--- config.mk ---
export PLATFORM = sky130hd
export DESIGN_NAME = mux_rr_reg
export DESIGN_NICKNAME = d
export VERILOG_FILES = /design/src/rtl/mux_pkg.sv /design/src/rtl/rr_arbiter.sv /design/src/rtl/mux_rr_reg.sv
export SDC_FILE = /design/constraint.sdc
export NUM_CORES = 1
export LEC_CHECK = 0
export BUFFER_PORTS_ARGS = -buffer_cell sky130_fd_sc_hd__buf_4
export CORE_MARGIN = 2
export CORE_UTILIZATION = 44
export CTS_BUF_LIST = sky130_fd_sc_hd__clkbuf_4 sky130_fd_sc_hd__clkbuf_8 sky130_fd_sc_hd__clkbuf_16
export DETAILED_ROUTE_END_ITERATION = 8
export GPL_TIMING_DRIVEN = 0
export PLACE_DENSITY = 0.85
export SYNTH_ARGS = -nofsm -noshare
export SYNTH_HDL_FRONTEND = slang
export SYNTH_SLANG_ARGS = --single-unit
--- constraint.sdc ---
create_clock -name clk -period 2.7 [get_ports clk]
set_clock_uncertainty 0.2 [all_clocks]
set_input_delay 0.135 -clock clk [delete_from_list [all_inputs] [get_ports clk]]
set_output_delay 0.135 -clock clk [all_outputs]
set_load 0.02 [all_outputs]
--- src/rtl/mux_pkg.sv ---
`default_nettype none
// ============================================================================
// Module      : mux_pkg
// Description : Shared select-mode encodings for the registered channel mux.
// Revision    : 1.0
// ============================================================================
package mux_pkg;
    localparam logic MODE_FIXED = 1'b0;
    localparam logic MODE_RR    = 1'b1;
endpackage : mux_pkg
`default_nettype wire

--- src/rtl/rr_arbiter.sv ---
`default_nettype none
// ============================================================================
// Module      : rr_arbiter
// Description : Combinational round-robin arbiter, search starts after ptr.
// Revision    : 1.0
// ============================================================================
module rr_arbiter #(
    parameter  int CHANNELS = 4,
    localparam int SEL_W    = $clog2(CHANNELS)
) (
    input  logic [CHANNELS-1:0] req,
    input  logic [SEL_W-1:0]    ptr,
    output logic                gnt_valid,
    output logic [SEL_W-1:0]    gnt_idx
);

    logic [2*CHANNELS-1:0] w_dbl;

    // Doubling the request vector lets a linear scan from ptr+1 cover the wrap.
    assign w_dbl = {req, req};

    always_comb begin
        int w_start;
        int w_idx;
        gnt_valid = 1'b0;
        gnt_idx   = '0;
        w_idx     = 0;
        w_start   = (int'(ptr) >= CHANNELS - 1) ? 0 : int'(ptr) + 1;
        // Descending scan: the closest requester after ptr is written last.
        for (int k = CHANNELS - 1; k >= 0; k--) begin
            if (w_dbl[w_start + k]) begin
                gnt_valid = 1'b1;
                w_idx     = w_start + k;
                if (w_idx >= CHANNELS) begin
                    w_idx = w_idx - CHANNELS;
                end
                gnt_idx   = SEL_W'(w_idx);
            end
        end
    end

endmodule : rr_arbiter
`default_nettype wire

--- src/rtl/mux_rr_reg.sv ---
`default_nettype none
// ============================================================================
// Module      : mux_rr_reg
// Description : N-channel registered mux, fixed or round-robin select, valid/ready.
// Revision    : 1.0
// ============================================================================
module mux_rr_reg
    import mux_pkg::*;
#(
    parameter  int WIDTH    = 4,
    parameter  int CHANNELS = 4,
    localparam int SEL_W    = $clog2(CHANNELS)
) (
    input  logic                      clk,
    input  logic                      rst,
    input  logic [CHANNELS*WIDTH-1:0] in_data,
    input  logic [CHANNELS-1:0]       in_valid,
    output logic [CHANNELS-1:0]       in_ready,
    input  logic                      mode,
    input  logic [SEL_W-1:0]          sel,
    output logic [WIDTH-1:0]          out_data,
    output logic [SEL_W-1:0]          out_chan,
    output logic                      out_valid,
    input  logic                      out_ready
);

    logic [WIDTH-1:0] w_ch [CHANNELS];
    logic             w_load_en;
    logic             w_fix_valid;
    logic             w_arb_valid;
    logic [SEL_W-1:0] w_arb_idx;
    logic             w_gnt_valid;
    logic [SEL_W-1:0] w_gnt_idx;

    logic [SEL_W-1:0] ptr_q,       ptr_d;
    logic             out_valid_q, out_valid_d;
    logic [WIDTH-1:0] out_data_q,  out_data_d;
    logic [SEL_W-1:0] out_chan_q,  out_chan_d;

    generate
        for (genvar i = 0; i < CHANNELS; i++) begin : g_chan
            assign w_ch[i]     = in_data[i*WIDTH +: WIDTH];
            assign in_ready[i] = w_load_en && w_gnt_valid &&
                                 (w_gnt_idx == SEL_W'(i)) && !rst;
        end
    endgenerate

    assign w_load_en = !out_valid_q || out_ready;

    // Out-of-range select values must never produce a grant.
    always_comb begin
        w_fix_valid = 1'b0;
        if (int'(sel) < CHANNELS) begin
            w_fix_valid = in_valid[sel];
        end
    end

    rr_arbiter #(
        .CHANNELS (CHANNELS)
    ) u_arb (
        .req       (in_valid),
        .ptr       (ptr_q),
        .gnt_valid (w_arb_valid),
        .gnt_idx   (w_arb_idx)
    );

    assign w_gnt_valid = (mode == MODE_RR) ? w_arb_valid : w_fix_valid;
    assign w_gnt_idx   = (mode == MODE_RR) ? w_arb_idx   : sel;

    always_comb begin
        ptr_d       = ptr_q;
        out_valid_d = out_valid_q;
        out_data_d  = out_data_q;
        out_chan_d  = out_chan_q;
        if (w_load_en) begin
            if (w_gnt_valid) begin
                out_valid_d = 1'b1;
                out_data_d  = w_ch[w_gnt_idx];
                out_chan_d  = w_gnt_idx;
                // Only round-robin transfers move the fairness pointer.
                if (mode == MODE_RR) begin
                    ptr_d = w_gnt_idx;
                end
            end else begin
                out_valid_d = 1'b0;
            end
        end
    end

    always_ff @(posedge clk) begin
        if (rst) begin
            ptr_q       <= SEL_W'(CHANNELS - 1);
            out_valid_q <= 1'b0;
            out_data_q  <= '0;
            out_chan_q  <= '0;
        end else begin
            ptr_q       <= ptr_d;
            out_valid_q <= out_valid_d;
            out_data_q  <= out_data_d;
            out_chan_q  <= out_chan_d;
        end
    end

    assign out_valid = out_valid_q;
    assign out_data  = out_data_q;
    assign out_chan  = out_chan_q;

endmodule : mux_rr_reg
`default_nettype wire

==> run metrics <==
outcome=finished, final reports clean; adder-cell share of the synthesized area=3.311%; most frequent cells in the layout=buf_4, nor2_1, dfxtp_1; Avg WL per Cell=16.41 um; most common cell after layout, fill and taps aside=buf_4; P&R area growth vs syn=60.26%; post-synthesis sequential area ratio=23.84%; HPWL after DPL=1.631 mm; gr ovfl total=0; Die Ht=45.45 um; CP arrival=2.28 ns; Critical path origin=ptr_q[0]; final worst path period share=between 90% and 100%; Row Count=14; n_diodes=0; Core Region=0.001559 mm^2; asr flop ratio synth=0%; Place WS=-0.09836 ns; root buffer cell=clkbuf_4; first-pass GRT wire length=3.719 mm; crit-path max FO=8; clock sinks=9; multiplexer share of the synthesized area=a little under a tenth; initial antenna violation count=0; CP Capture Type=primary output; Top Family by Delay on Critical Path=compound AO/OA/AOI/OAI gates; CTS tree=built; DP Cell Count=around 140; RR Startpoint=ptr_q[0]; Yosys warnings=0; Die Span X=45.45 um; worst hold margin=0.02219 ns; Final nets=~170; gr usage total=between 20% and 30%; max_slew headroom=61.00%; worst path cell trace=inv_2, ha_4, nand2b_4, a2111oi_4, o211a_4, or2_1, buf_6, nand2_1, nor2_1, buf_4; # DRC=0; Top FF cell, synth=dfxtp_1; Setup violations, final=0; final max-slew violation count=0; Worst-Margin Slew=0.5829 ns; Final Hold Vio Count=0; DR vias=between 900 and 1000; Final min period=2.611 ns; Max IR drop VDD=0.3022 mV; Inserted Clock Buffers=3; flop and latch count out of synthesis=9; synthesized area=between 700 and 800 um^2; htree depth=1; Ports=37; Buf/Inv on CP=3; Critical Path RT=2.37 ns; EDFF count, synth=0; max_cap viols=0; max incr delay on CP=0.41 ns; clk slew on worst S/H paths=0.07 ns; Highest Clock Rate=382.9 MHz; pin count of the biggest net entering global routing=11; Syn Inst Count=92; clock buffer depth=2; layout cell share with drive strength beyond 1=a little over two fifths; Synth cell types=35; Initial Utilization=48.48%; 1st-pass router iterations=4; Synth Area in Simple Gates=27.98%; critical path class=register to primary output; Final WS setup=0.08860 ns; largest family of logic cells by synthesized area=compound AO/OA/AOI/OAI gates; vias in the first global route=a little over 800; syn nets=120; DRT iter0 DRCs=39; Post-Synth XOR/XNOR Area=0%; Hold WC Path Type=input pin to register; worst skew pair latency=0.29 ns; post-synthesis compound-gate area fraction=29.80%; beginning of the worst hold path=sel[1]; slowest cell on the critical path=dfxtp_4; PD cells=around 460 mW/mm^2; mean number of vias per cell=5.728; drt total wl=2.592 mm; Static Leak=0.5926 nW; DIE AREA=between 0.002 and 0.0025 mm^2; post-route insts no fill=158; port buffer count=36; GPL Wtd Cong=between 0.7 and 0.8; RSZ-0062 raised after global routing=true; Detail Route Antenna Nets=0; startpoint types=register; Mean Syn Cell Area=8.214 um^2
-- final cells by class --
type,instances,area (um^2)
plain buffers,3,26.28
clock buffers,4,30.03
fillers,112,347.8
inverters,6,22.52
multi-input cells,74,578.1
flip-flops and latches,9,183.9
well taps,16,20.02
repair buffers,46,350.3
-- cell usage after synthesis (2+ instances only) --
library cell | count | share of area (%)
mux2i_1 | 6 | 7.9
dfxtp_1 | 9 | 24
a21oi_1 | 2 | 1.3
nand3b_1 | 5 | 5.0
nor3_1 | 2 | 1.3
o31ai_1 | 4 | 4.0
o21a_1 | 3 | 3.0
or2_2 | 2 | 1.7
nor2_1 | 11 | 5.5
o21ai_0 | 4 | 2.6
ha_1 | 2 | 3.3
nand2b_1 | 4 | 3.3
inv_1 | 6 | 3.0
and3_1 | 2 | 1.7
nand2_1 | 3 | 1.5
o211a_1 | 3 | 4.0
nand3_1 | 4 | 2.6
a211oi_1 | 3 | 3.0
-- path summary, 6_finish.rpt --
kind | to | slack, ns | depth (start not counted)
hold / removal | out_valid | 0.02 | 4
hold reg to reg | out_chan[1] | 0.30 | 2
setup reg to reg | out_data[2] | 0.18 | 9
setup / recovery | in_ready[0] | 0.09 | 10
-- worst reg2reg max path, delay by kind of cell, from the launching register on --
| family | cells | cell delay, ns |
|---|---|---|
| buffers and inverters | 2 | 0.24 |
| multiplexers | 1 | 0.33 |
| adder cells (fa/ha/maj) | 1 | 0.26 |
| AO/OA/AOI/OAI | 3 | 0.52 |
| AND/OR/NAND/NOR | 2 | 0.44 |
| flip-flops | 1 | 0.41 |
-- sequential cells by signal, summed over array words and instances, names as in the netlist --
name and cells:
ptr_q 2, out_data 4, out_valid 1, out_chan 2
-- layer usage --
metal	global-route usage [%]	up-vias	share of wire (%)
li1	-	445	-
met1	30.98	415	42
met2	42.82	37	50
met3	9.127	8	5.9
met4	6.471	0	2.6
met5	0	-	0
-- cell families after synthesis --
logic type / after synthesis
flops: 9
simple gates: 38
compound gates: 27
buf+inv: 9
mux: 7
fa+ha+maj: 2
-- power breakdown --
group | internal, mW | total, mW | switching [mW]
Clock | 0.0676 | 0.126 | 0.0589
Sequential | 0.150 | 0.164 | 0.0146
Combinational | 0.132 | 0.262 | 0.130
Total | 0.349 | 0.552 | 0.203
-- through the flow --
stage / utilization (%) / power [mW] / cell area (um^2) / TNS (ns)
after floorplan: - / 0.2987 / 755.7 / 0
after global placement: 67.09 / 0.3751 / 1046 / -0.02716
after detailed placement: 67.09 / 0.3826 / 1046 / -0.2805
after CTS: 75.28 / 0.5286 / 1174 / 0
after global routing: 77.69 / 0.5853 / 1211 / -0.02496
final: 77.69 / 0.5524 / 1211 / 0
-- repair_timing --
action                                  CTS  global route
gates resized for setup                  10             2
hold endpoints to repair                  2             0
hold buffers                              3             0
endpoints found under the setup margin    7             4
pin swaps                                 2             3
setup buffers                             2             4
gates cloned                              0             1
(Power assumes the default switching activity.)
